===== config.mk =====
export PLATFORM = sky130hd
export DESIGN_NAME = alu_exec_unit
export DESIGN_NICKNAME = d
export VERILOG_FILES = /design/src/rtl/alu_exec_unit.sv
export SDC_FILE = /design/constraint.sdc
export NUM_CORES = 1
export LEC_CHECK = 0
export ABC_AREA = 1
export CORE_MARGIN = 2
export CORE_UTILIZATION = 55
export DETAILED_ROUTE_END_ITERATION = 16
export GPL_TIMING_DRIVEN = 0
export PLACE_DENSITY_LB_ADDON = 0.08
export SYNTH_ARGS = -nofsm -noshare
export SYNTH_HDL_FRONTEND = slang
export SYNTH_SLANG_ARGS = --single-unit

===== constraint.sdc =====
create_clock -name clk -period 2.2 [get_ports clk]
set_input_delay 0.44 -clock clk [delete_from_list [all_inputs] [get_ports clk]]
set_output_delay 0.44 -clock clk [all_outputs]
set_load 0.01 [all_outputs]

===== src/rtl/alu_exec_unit.sv =====
// Execute-stage ALU with valid/ready handshakes and an iterative shift-add multiplier.
// Optional signed-overflow flag output when ALU_OVF_EN is defined.
module alu_exec_unit #(
   parameter int WIDTH = 32
) (
   input  logic             clk,
   input  logic             reset_n,
   input  logic             in_valid,
   output logic             in_ready,
   input  logic [2:0]       alucontrol,
   input  logic [WIDTH-1:0] srca,
   input  logic [WIDTH-1:0] srcb,
   output logic             out_valid,
   input  logic             out_ready,
   output logic [WIDTH-1:0] result,
`ifdef ALU_OVF_EN
   output logic             overflow,
`endif
   output logic             zero
);

   localparam int CW = $clog2(WIDTH + 1);

   typedef enum logic {IDLE, MUL} state_e;

   state_e           state_q;
   logic             out_valid_q;
   logic [WIDTH-1:0] result_q;
   logic             zero_q;
   logic [CW-1:0]    cnt_q;
   logic [WIDTH-1:0] acc_q;
   logic [WIDTH-1:0] mcand_q;
   logic [WIDTH-1:0] mplier_q;

   logic [WIDTH-1:0] sum;
   logic [WIDTH-1:0] diff;
   logic             lt;
   logic [WIDTH-1:0] alu_d;
   logic [WIDTH-1:0] acc_d;
   logic             accept;
   logic             is_mul;
   logic             mul_done;

`ifdef ALU_OVF_EN
   logic ovf_q;
   logic ovf_d;
`endif

   assign in_ready = reset_n && (state_q == IDLE)
                     && (!out_valid_q || out_ready);
   assign accept   = in_valid && in_ready;
   assign is_mul   = (alucontrol == 3'b011);
   assign mul_done = (cnt_q == CW'(WIDTH));

   assign sum  = srca + srcb;
   assign diff = srca - srcb;
   assign lt   = $signed(srca) < $signed(srcb);

   assign acc_d = mplier_q[0] ? acc_q + mcand_q : acc_q;

   always_comb begin
      alu_d = '0;
      case (alucontrol)
         3'b000:  alu_d = srca & srcb;
         3'b001:  alu_d = srca | srcb;
         3'b010:  alu_d = sum;
         3'b110:  alu_d = diff;
         3'b111:  alu_d = {{(WIDTH-1){1'b0}}, lt};
         default: alu_d = '0;
      endcase
   end

`ifdef ALU_OVF_EN
   always_comb begin
      ovf_d = 1'b0;
      if (alucontrol == 3'b010)
         ovf_d = (srca[WIDTH-1] == srcb[WIDTH-1])
                 && (sum[WIDTH-1] != srca[WIDTH-1]);
      else if (alucontrol == 3'b110)
         ovf_d = (srca[WIDTH-1] != srcb[WIDTH-1])
                 && (diff[WIDTH-1] != srca[WIDTH-1]);
   end
`endif

   always_ff @(posedge clk or negedge reset_n) begin
      if (!reset_n) begin
         state_q     <= IDLE;
         out_valid_q <= 1'b0;
         result_q    <= '0;
         zero_q      <= 1'b0;
         cnt_q       <= '0;
         acc_q       <= '0;
         mcand_q     <= '0;
         mplier_q    <= '0;
`ifdef ALU_OVF_EN
         ovf_q       <= 1'b0;
`endif
      end else begin
         case (state_q)
            IDLE: begin
               if (accept && !is_mul) begin
                  result_q    <= alu_d;
                  zero_q      <= (alu_d == '0);
                  out_valid_q <= 1'b1;
`ifdef ALU_OVF_EN
                  ovf_q       <= ovf_d;
`endif
               end else if (accept) begin
                  mcand_q     <= srca;
                  mplier_q    <= srcb;
                  acc_q       <= '0;
                  cnt_q       <= '0;
                  out_valid_q <= 1'b0;
                  state_q     <= MUL;
               end else if (out_ready) begin
                  out_valid_q <= 1'b0;
               end
            end
            MUL: begin
               // WIDTH iterations, then one extra edge to publish acc
               if (mul_done) begin
                  result_q    <= acc_q;
                  zero_q      <= (acc_q == '0);
                  out_valid_q <= 1'b1;
`ifdef ALU_OVF_EN
                  ovf_q       <= 1'b0;
`endif
                  cnt_q       <= '0;
                  state_q     <= IDLE;
               end else begin
                  acc_q    <= acc_d;
                  mcand_q  <= mcand_q << 1;
                  mplier_q <= mplier_q >> 1;
                  cnt_q    <= cnt_q + 1'b1;
                  if (out_ready)
                     out_valid_q <= 1'b0;
               end
            end
            default: state_q <= IDLE;
         endcase
      end
   end

   assign out_valid = out_valid_q;
   assign result    = result_q;
   assign zero      = zero_q;
`ifdef ALU_OVF_EN
   assign overflow  = ovf_q;
`endif

endmodule


==> run_results.csv, run 1 <==
group,metric,value,unit
outcome,status,"finished, violations left",
outcome,violations,"setup timing",
clock_tree,cts_made_buffers,17,
clock_tree,cts_buffer_depth,2,
sta,skew,0.0101,ns
sta,setup_viol,25,
die,io_pins,106,
place,io_buffer_count,105,
final_layout,fin_nets,2773,
sta,tightestPinTransition,0.932,ns
clock_tree,root_buffer,"clkbuf_16",
final_layout,multi_input_area,11300,sq um
pwr,ir_drop,885,uV
final_layout,regArea,3430,sq um
setup_path,crit_fanout,4,
sta,setup_slack,-0.247,ns
logic_synthesis,ys_warn_count,0,
pwr,power.density,942,nW/um^2
global_routing,grt_usage,40.4,%
detailed_routing,drt-wirelength-per-cell,20.2,um
logic_synthesis,synth.cell_area,14200,sq um
clock_tree,cts_max_level,4,
global_routing,antenna_found_initial,0,
setup_path,path_class,"flop to flop",
setup_path,end_kind,"flop",
sta,period_needed,2.45,ns
pwr,p_total,18.5,mW
sta,rsz0062_at_grt,"yes",
global_routing,grt_pass1_vias,15819,
global_routing,overflow,0,
setup_path,crit_buf_inv,0,
worst_hold_path,hp-class,"input pin to asynchronous set/reset pin",
final_layout,areaGrowthSynthToFinish,37.8,%
final_layout,stdcell_count,2909,
sta,finalMaxSlewViolations,0,
setup_path,critPathMostFrequentCell,"nand2_1",
die,start_util,56.3,%
logic_synthesis,synth_edf_count,0,
sta,tns,-2.02,ns
detailed_routing,firstDrtPassIters,6,
detailed_routing,first_iter_violations,1774,
logic_synthesis,ys_types,48,
die,core,25300,sq um
detailed_routing,drt_wl_total,58600,um
pwr,leakage,9.90,nW
clock_tree,clk_latency,0.43,ns
logic_synthesis,syn-num-nets,2552,
clock_tree,cts_tree,"done",
place,dp_cells,2782,
place,hpwl,42900,um
sta,relSlewSlack,37.8,%
logic_synthesis,ys_seq_area_share,24.1,%
die,fp.dieH,165,um
logic_synthesis,avgSynthCellArea,6.06,sq um
global_routing,grt_pass1_wl,83500,um
job,drv_cap,0,
detailed_routing,vias,17146,
final_layout,antenna_cells,0,
detailed_routing,drtAntennaViolNets,0,
setup_path,worstPathCellList,"ha_1, nand2_1, o21ai_2, nand2_1, nand2_1, nand2_1, nand3_4, nand2_2, nand2_2, nand2_1, nand2_1, a21oi_2, o21ai_1, nand2_1",
clock_tree,clkSinkCount,137,
logic_synthesis,ys_ff_latch,137,
die,dieArea,27200,sq um
place,gp_congestion,1.02,
logic_synthesis,syn_inst,2346,
setup_path,critical_path.top_delay_family,"simple AND/OR/NAND/NOR gates",
setup_path,cp.required,2.51,ns
die,die_w,165,um
setup_path,start_kind,"flop",
detailed_routing,viasPerCell,5.89,
sta,fin_crit_sh,111,%
setup_path,cp_slowest_stage_delay,0.43,ns
detailed_routing,drc_errors,0,
setup_path,arrival,2.76,ns
place,post-place-ws,-1.44,ns
logic_synthesis,synth-main-ff-cell,"dfrtp_1",
global_routing,grt_max_degree,93,
final_layout,nFillCells,1891,
sta,max_freq,0.409,GHz
clock_tree,clk_pin_slew,0.07,ns
setup_path,cpMaxStageDelayCell,"dfrtp_1",
logic_synthesis,async_reset_ff_share,100,%
sta,finalHoldViolCount,0,
final_layout,drive_above_1_share,30.3,%
die,num_rows,58,
## cells by family after synthesis
| family | count (synthesis) | synth area share [%] |
|---|---|---|
| buffers and inverters | 495 | 14.0 |
| AND/OR/NAND/NOR | 1198 | 34.6 |
| flip-flops | 137 | 24.1 |
| XOR/XNOR | 13 | 0.800 |
| adder cells (fa/ha/maj) | 135 | 12.0 |
| AO/OA/AOI/OAI | 368 | 14.4 |
## through the flow
step	hold slack (ns)	util, %	instance area [sq um]
3_3_place_gp	0.462	62.4	15800
4_1_cts	0.0542	70.7	17900
3_5_place_dp	0.397	62.5	15800
2_1_floorplan	0.144	-	14300
5_1_grt	0.0546	77.6	19600
6_report	0.00990	77.6	19600
## state kept, by name, indices dropped and copies added (netlist names)
name,cells
state_q,1
mplier_q,32
cnt_q,6
out_valid,1
result,32
zero,1
mcand_q,32
acc_q,32
## power breakdown
part | switching, mW | leakage [nW] | internal, mW
Combinational | 6.92 | 7.97 | 4.41
Clock | 1.22 | 0.269 | 1.59
Sequential | 0.878 | 1.65 | 3.45
## cell usage in the layout, fill, tap and decap left out, types with 6 or more instances in the layout
| cell type | Yosys | routed |
|---|---|---|
| o21ai_1 | 2 | 36 |
| ha_4 | 0 | 39 |
| nand4_1 | 19 | 19 |
| inv_2 | 11 | 71 |
| a31oi_1 | 61 | 61 |
| buf_2 | 20 | 27 |
| nor2_4 | 2 | 49 |
| nor3_2 | 3 | 7 |
| clkbuf_1 | 39 | 21 |
| nor2_2 | 9 | 39 |
| o21ai_0 | 120 | 62 |
| buf_6 | 7 | 25 |
| buf_4 | 11 | 111 |
| inv_4 | 0 | 11 |
| inv_1 | 403 | 331 |
| nor2_1 | 233 | 156 |
| a21oi_4 | 0 | 7 |
| o21ai_2 | 0 | 18 |
| ha_1 | 132 | 91 |
| nand2_4 | 0 | 34 |
| nand2_1 | 725 | 588 |
| nand3_1 | 158 | 91 |
| clkbuf_16 | 0 | 17 |
| nor3_1 | 15 | 6 |
| clkbuf_4 | 0 | 16 |
| o21a_1 | 8 | 8 |
| nand3_4 | 0 | 19 |
| o21ai_4 | 0 | 6 |
| clkdlybuf4s50_1 | 0 | 37 |
| buf_8 | 0 | 9 |
| a21oi_2 | 4 | 43 |
| o22ai_1 | 34 | 34 |
| dfrtp_1 | 137 | 133 |
| nand3b_1 | 9 | 9 |
| nand3_2 | 1 | 49 |
| nand2_2 | 10 | 112 |
| clkbuf_2 | 1 | 16 |
| xor2_1 | 9 | 8 |
| a21oi_1 | 121 | 75 |
## worst paths after layout
check	depth (start not counted)	to	slack, ns	start
max	14	acc_q[28]	-0.25	acc_q[11]
min	2	result[2]	0.01	reset_n
max reg2reg	14	acc_q[28]	-0.25	acc_q[11]
min reg2reg	2	result[0]	0.49	result[0]
max in group asynchronous	3	acc_q[28]	1.34	reset_n
min in group clk	3	mcand_q[9]	0.30	srca[9]
## layer usage
metal / wire [um] / track usage, % / up-vias
met5: 0 / 0 / -
met2: 27300 / 66.9 / 964
li1: - / - / 7885
met4: 3020 / 19.5 / 0
met3: 5670 / 6.00 / 204
met1: 22700 / 51.8 / 8093
## final cells by class
cell class	instances	share of cell area, %
multi-input cells	1714	57.5
flip-flops and latches	137	17.5
repair buffers	206	8.83
inverters	415	8.17
plain buffers	76	3.01
clock buffers	18	2.24
well taps	330	2.11
clock inverters	13	0.613
## cells in the mapped netlist (2+ instances only)
master	count	area [sq um]
nand2_1	725	2720
inv_1	403	1510
nor2_1	233	875
nand3_1	158	791
dfrtp_1	137	3430
ha_1	132	1650
a21oi_1	121	606
o21ai_0	120	601
a31oi_1	61	382
clkbuf_1	39	146
o22ai_1	34	213
buf_2	20	100
nand4_1	19	119
nor3_1	15	75.1
buf_4	11	82.6
inv_2	11	41.3
nand2_2	10	62.6
nand3b_1	9	67.6
nor2_2	9	56.3
xor2_1	9	78.8
o21a_1	8	60.1
buf_6	7	78.8
and2_1	5	31.3
o21bai_1	5	37.5
a21oi_2	4	35.0
nor4_1	4	25.0
o211ai_1	4	30.0
xnor2_1	4	35.0
fa_1	3	60.1
nor3_2	3	30.0
clkbuf_8	2	27.5
nor2_4	2	22.5
o21ai_1	2	10.0
o31ai_1	2	15.0
o32ai_1	2	17.5
## what timing repair did
action,in CTS,in global routing
hold buffers,2,0
endpoints found under the hold margin,45,0
setup buffers,45,46
gates cloned,2,5
gates resized for setup,600,469
setup endpoints to repair,127,123
pin swaps,84,148
## worst reg2reg max path: cells and delay by family, from the launching register on
family | cells | cell delay, ns
AO/OA/AOI/OAI | 3 | 0.40
adder cells (fa/ha/maj) | 1 | 0.43
flip-flops | 1 | 0.43
AND/OR/NAND/NOR | 10 | 1.08
Note: power is estimated with default switching activity, not from simulation.
==> run 2, diff against run 1 <==
--- a/config.mk
+++ b/config.mk
@@ -7,7 +7,7 @@
 export LEC_CHECK = 0
 export ABC_AREA = 1
 export CORE_MARGIN = 2
-export CORE_UTILIZATION = 55
+export CORE_UTILIZATION = 30
 export DETAILED_ROUTE_END_ITERATION = 16
 export GPL_TIMING_DRIVEN = 0
 export PLACE_DENSITY_LB_ADDON = 0.08
==> run 2 against run 1 <==
The flow finishes with violations (DRC, hold timing, setup timing). Highest routed layer unchanged. Sequential power increased by 1%. Critical endpoint is now acc_q[14]. Sequential share of layout area decreased by 0.97 points. First-iteration DRC count decreased by 43%. Critical path type unchanged.
==> run_results.csv, run 2 (synthesized netlist as in run 1, its figures left out) <==
group,metric,value,unit
detailed_routing,drt-wirelength-per-cell,20.0,um
die,io_pins,106,
clock_tree,clk_latency,0.44,ns
setup_path,cp.required,2.57,ns
place,io_buffer_count,105,
die,die_w,222,um
detailed_routing,vias,15932,
detailed_routing,drc_errors,6,
setup_path,crit_fanout,3,
sta,setup_viol,8,
sta,tightestPinTransition,0.840,ns
global_routing,overflow,0,
place,dpl_cell_area,16100,sq um
setup_path,path_class,"flop to flop",
clock_tree,clk_pin_slew,0.06,ns
die,dieArea,49200,sq um
setup_path,r2r_slack,-0.16,ns
die,num_rows,79,
sta,setup_slack,-0.161,ns
outcome,status,"finished, violations left",
worst_hold_path,hp-class,"input pin to asynchronous set/reset pin",
final_layout,areaGrowthSynthToFinish,45.9,%
sta,finalHoldViolCount,1,
clock_tree,cts_buffer_depth,2,
job,drv_cap,0,
final_layout,final_cell_mix,"564 x nand2_1, 322 x inv_1, 149 x nor2_1, 133 x dfrtp_1, 120 x buf_4",
place,hpwl,50800,um
final_layout,fin_area,20800,sq um
detailed_routing,first_iter_violations,1008,
clock_tree,cts_made_buffers,17,
sta,relSlewSlack,44.0,%
global_routing,grt_usage,25.2,%
clock_tree,clkSinkCount,137,
sta,tns,-0.738,ns
final_layout,nFillCells,4941,
detailed_routing,viasPerCell,4.98,
final_layout,stdcell_count,3198,
sta,max_freq,0.424,GHz
pwr,ir_drop,545,uV
outcome,violations,"DRC, hold timing, setup timing",
sta,skew,0.00924,ns
clock_tree,root_buffer,"clkbuf_16",
place,gp_congestion,0.912,
final_layout,fin_nets,2785,
detailed_routing,firstDrtPassIters,11,
setup_path,start_kind,"flop",
sta,rsz0062_at_grt,"yes",
setup_path,worstRegToRegCells,16,
final_layout,antenna_cells,0,
clock_tree,cts_tree,"done",
setup_path,arrival,2.73,ns
final_layout,layout_commonest_cell,"nand2_1",
clock_tree,cts_max_level,4,
sta,fin_hold_ws,-0.00837,ns
global_routing,grt_pass1_wl,93500,um
die,core,46700,sq um
global_routing,grt_max_degree,86,
pwr,power.density,889,nW/um^2
die,fp.dieH,222,um
sta,finalMaxSlewViolations,0,
detailed_routing,drt_wl_total,63800,um
sta,period_needed,2.36,ns
global_routing,grt_pass1_vias,15419,
global_routing,antenna_found_initial,0,
sta,fin_crit_sh,107,%
pwr,leakage,10.2,nW
pwr,p_total,18.5,mW
setup_path,end_kind,"flop",
final_layout,drive_above_1_share,32.7,%
place,dp_cells,3059,
die,start_util,30.5,%
detailed_routing,drtAntennaViolNets,0,
-- run 2: final timing paths --
check                              end       start
setup / recovery             acc_q[14]  mcand_q[0]
min in group clk           mcand_q[17]    srca[17]
max in group asynchronous  mcand_q[25]     reset_n
hold / removal                acc_q[4]     reset_n
hold reg to reg             result[18]  result[18]
setup reg to reg             acc_q[14]  mcand_q[0]
-- run 2: timing repair --
action	CTS	global route
hold endpoints to repair	52	0
resized for setup	646	600
pin swaps	71	204
endpoints found under the setup margin	132	118
gates cloned	2	3
setup buffers	49	59
hold buffers	2	0
-- run 2: where the power goes --
group / total, mW / switching (mW) / leakage [nW] / internal (mW)
sequential: 4.39 / 0.941 / 1.65 / 3.45
combinational: 11.1 / 6.48 / 8.22 / 4.63
clock: 2.96 / 1.15 / 0.282 / 1.81
total: 18.5 / 8.57 / 10.2 / 9.89
-- run 2: worst max-delay path: stages (launching register included) --
cell and delay, ns:
dfrtp_1 0.42, ha_4 0.18, fa_2 0.41, nand3_2 0.08
nand3_2 0.08, nand3_2 0.10, nand2_4 0.07, nand2_4 0.07
nand2_4 0.05, a21oi_4 0.15, inv_2 0.07, buf_4 0.13
buf_6 0.10, buf_6 0.11, a21oi_2 0.11, o21ai_1 0.06
o21ai_1 0.08
-- run 2: layout make-up --
| cell class | count | area, sq um | area share (%) |
|---|---|---|---|
| clock buffers | 25 | 505 | 2.44 |
| inverters | 415 | 1630 | 7.85 |
| repair buffers | 220 | 2000 | 9.64 |
| plain buffers | 74 | 627 | 3.02 |
| multi-input cells | 1714 | 11700 | 56.4 |
| clock inverters | 6 | 87.6 | 0.422 |
| flip-flops and latches | 137 | 3430 | 16.5 |
| well taps | 607 | 759 | 3.66 |
-- run 2: per-stage QoR --
step	util, %	setup slack (ns)
after floorplan	-	-0.0249
after global placement	34.5	-6.52
after detailed placement	34.6	-1.60
after CTS	39.2	-0.135
after global routing	44.5	-0.348
final	44.5	-0.161
-- run 2: metal layers --
metal / vias up / track usage, % / wire length, um
met5: - / 0 / 0
met4: 0 / 6.69 / 1660
met3: 74 / 1.79 / 2120
met2: 302 / 43.0 / 30300
met1: 7647 / 34.5 / 29800
li1: 7909 / - / -
==> run 3, diff against run 2 <==
--- a/config.mk
+++ b/config.mk
@@ -11,6 +11,7 @@
 export DETAILED_ROUTE_END_ITERATION = 16
 export GPL_TIMING_DRIVEN = 0
 export PLACE_DENSITY_LB_ADDON = 0.08
+export SETUP_SLACK_MARGIN = 0.4
 export SYNTH_ARGS = -nofsm -noshare
 export SYNTH_HDL_FRONTEND = slang
 export SYNTH_SLANG_ARGS = --single-unit
==> run 3 against run 2 <==
The flow still finishes with violations (DRC, hold timing, setup timing). Global-route usage up 0.67 points. Wire length up 0.23%. Sequential power about the same. Register-to-register slack gained 0.04 ns. Critical path depth rose by 3. Worst setup slack gained 0.016 ns. Clock skew up 0.0015 ns. Clock power shrank 10%. Via count increased by 1.6%. Largest cell class unchanged. Highest routed layer unchanged.
==> run_results.csv, run 3 (synthesized netlist as in run 1, its figures left out) <==
group,metric,value,unit
clock_tree,cts_max_level,4,
final_layout,nFillCells,4797,
die,io_pins,106,
clock_tree,cts_buffer_depth,2,
detailed_routing,drc_errors,4,
place,hpwl,51300,um
setup_path,crit_buf_inv,6,
sta,max_freq,0.427,GHz
setup_path,cp.required,2.53,ns
setup_path,arrival,2.67,ns
global_routing,grt_pass1_vias,16280,
pwr,leakage,10.9,nW
die,num_rows,79,
outcome,status,"finished, violations left",
final_layout,fin_nets,2835,
sta,finalMaxSlewViolations,0,
place,io_buffer_count,105,
global_routing,grt_max_degree,93,
worst_hold_path,hp-class,"input pin to asynchronous set/reset pin",
clock_tree,cts_made_buffers,17,
detailed_routing,vias,16190,
die,start_util,30.5,%
sta,fin_crit_sh,107,%
sta,relSlewSlack,19.8,%
setup_path,worst-path-stages,19,
sta,setup_viol,8,
setup_path,worstRegToRegCells,17,
clock_tree,cts_tree,"done",
clock_tree,clk_pin_slew,0.06,ns
final_layout,areaGrowthSynthToFinish,56.4,%
setup_path,rr_startpoint,"acc_q[0]",
detailed_routing,drt_wl_total,64000,um
setup_path,critical_path.top_delay_family,"simple AND/OR/NAND/NOR gates",
sta,period_needed,2.34,ns
setup_path,path_class,"input pin to flop",
global_routing,antenna_found_initial,0,
sta,setup_slack,-0.145,ns
sta,finalHoldViolCount,45,
setup_path,crit_fanout,4,
outcome,violations,"DRC, hold timing, setup timing",
pwr,p_total,19.0,mW
place,gp_congestion,0.969,
final_layout,antenna_cells,0,
sta,skew,0.0108,ns
setup_path,cpMaxStageDelayCell,"fa_2",
pwr,power.density,854,nW/um^2
die,dieArea,49200,sq um
clock_tree,clkSinkCount,137,
detailed_routing,drt-wirelength-per-cell,19.7,um
global_routing,overflow,0,
detailed_routing,viasPerCell,4.98,
die,core,46700,sq um
die,die_w,222,um
global_routing,grt_usage,25.9,%
die,fp.dieH,222,um
sta,fin_hold_ws,-0.111,ns
final_layout,drive_above_1_share,39.2,%
clock_tree,root_buffer,"clkbuf_16",
final_layout,fin_util,47.7,%
setup_path,worstPathCellList,"buf_12, inv_12, ha_4, fa_2, inv_4, nand2_4, nand2_2, nand3_2, nand2_4, buf_6, nand3_4, nand3_2, nand2_1, nand3_1, nand3b_1, buf_4, buf_6, o21ai_4, nand2_1",
job,drv_cap,0,
sta,tightestPinTransition,1.20,ns
detailed_routing,drtAntennaViolNets,0,
sta,tns,-0.667,ns
final_layout,layout_commonest_cell,"nand2_1",
setup_path,cp_slowest_stage_delay,0.39,ns
sta,rsz0062_at_grt,"yes",
global_routing,grt_pass1_wl,96700,um
detailed_routing,firstDrtPassIters,11,
setup_path,end_kind,"flop",
clock_tree,clk_latency,0.45,ns
setup_path,critical_path.startpoint,"srca[0]",
detailed_routing,first_iter_violations,908,
setup_path,start_kind,"input pin",
final_layout,final_cell_mix,"539 x nand2_1, 283 x inv_1, 149 x nor2_1, 134 x nand2_2, 130 x dfrtp_1",
pwr,ir_drop,518,uV
[run 3: changes by cell type in the layout (fill, tap and decap cells not counted), sizes merged]
cell	change
clkdlybuf4s15	+1
inv	-2
dlygate4sd3	-1
clkinv	+11
dlygate4sd2	+16
clkdlybuf4s50	-33
clkbuf	-13
buf	+61
bufinv	-2
dlymetal6s2s	+13
[run 3: stage by stage]
step / setup slack [ns] / cell area, sq um / std cells
6_report: -0.145 / 22200 / 3249
5_1_grt: -0.267 / 22200 / 3249
4_1_cts: -0.126 / 21100 / 3218
3_5_place_dp: -1.56 / 17000 / 3059
3_3_place_gp: -6.61 / 17000 / 3058
2_1_floorplan: -0.0244 / 15200 / 2346
[run 3: path summary, 6_finish.rpt]
kind | to | slack (ns)
worst min-delay path | cnt_q[3] | -0.11
worst max register to register | acc_q[22] | -0.12
worst min register to register | result[21] | 0.47
min in group clk | mplier_q[23] | 0.28
worst max-delay path | result[22] | -0.14
max in group asynchronous | mcand_q[21] | 1.45
[run 3: routing by layer]
layer | routed length [um] | up-vias | GRT usage [%]
li1 | - | 7995 | -
met1 | 28900 | 7817 | 34.5
met2 | 31200 | 312 | 44.9
met3 | 2260 | 66 | 2.00
met4 | 1640 | 0 | 7.30
met5 | 0 | - | 0
[run 3: where the power goes]
part	leakage (nW)	switching, mW	internal, mW	total, mW
sequential	1.65	0.901	3.45	4.36
combinational	8.97	6.90	5.08	12.0
clock	0.264	1.18	1.48	2.66
[run 3: layout make-up]
type / instances / area, sq um / area share, %
multi-input cells: 1714 / 12300 / 55.2
inverters: 415 / 1720 / 7.74
clock buffers: 19 / 453 / 2.04
clock inverters: 13 / 80.1 / 0.360
flip-flops and latches: 137 / 3440 / 15.5
well taps: 607 / 759 / 3.41
plain buffers: 80 / 913 / 4.11
repair buffers: 264 / 2600 / 11.7
[run 3: worst register-to-register path, delay by kind of cell (launching register included)]
| family | cells | cell delay, ns |
|---|---|---|
| flip-flops | 1 | 0.39 |
| buffers and inverters | 2 | 0.13 |
| AND/OR/NAND/NOR | 8 | 0.58 |
| AO/OA/AOI/OAI | 5 | 0.55 |
| adder cells (fa/ha/maj) | 2 | 0.59 |
[run 3: timing repair]
action	CTS	global route
hold endpoints to repair	45	45
pin swaps	183	126
gates resized for setup	1074	274
setup endpoints to repair	146	144
setup buffers	125	29
cloned	2	2
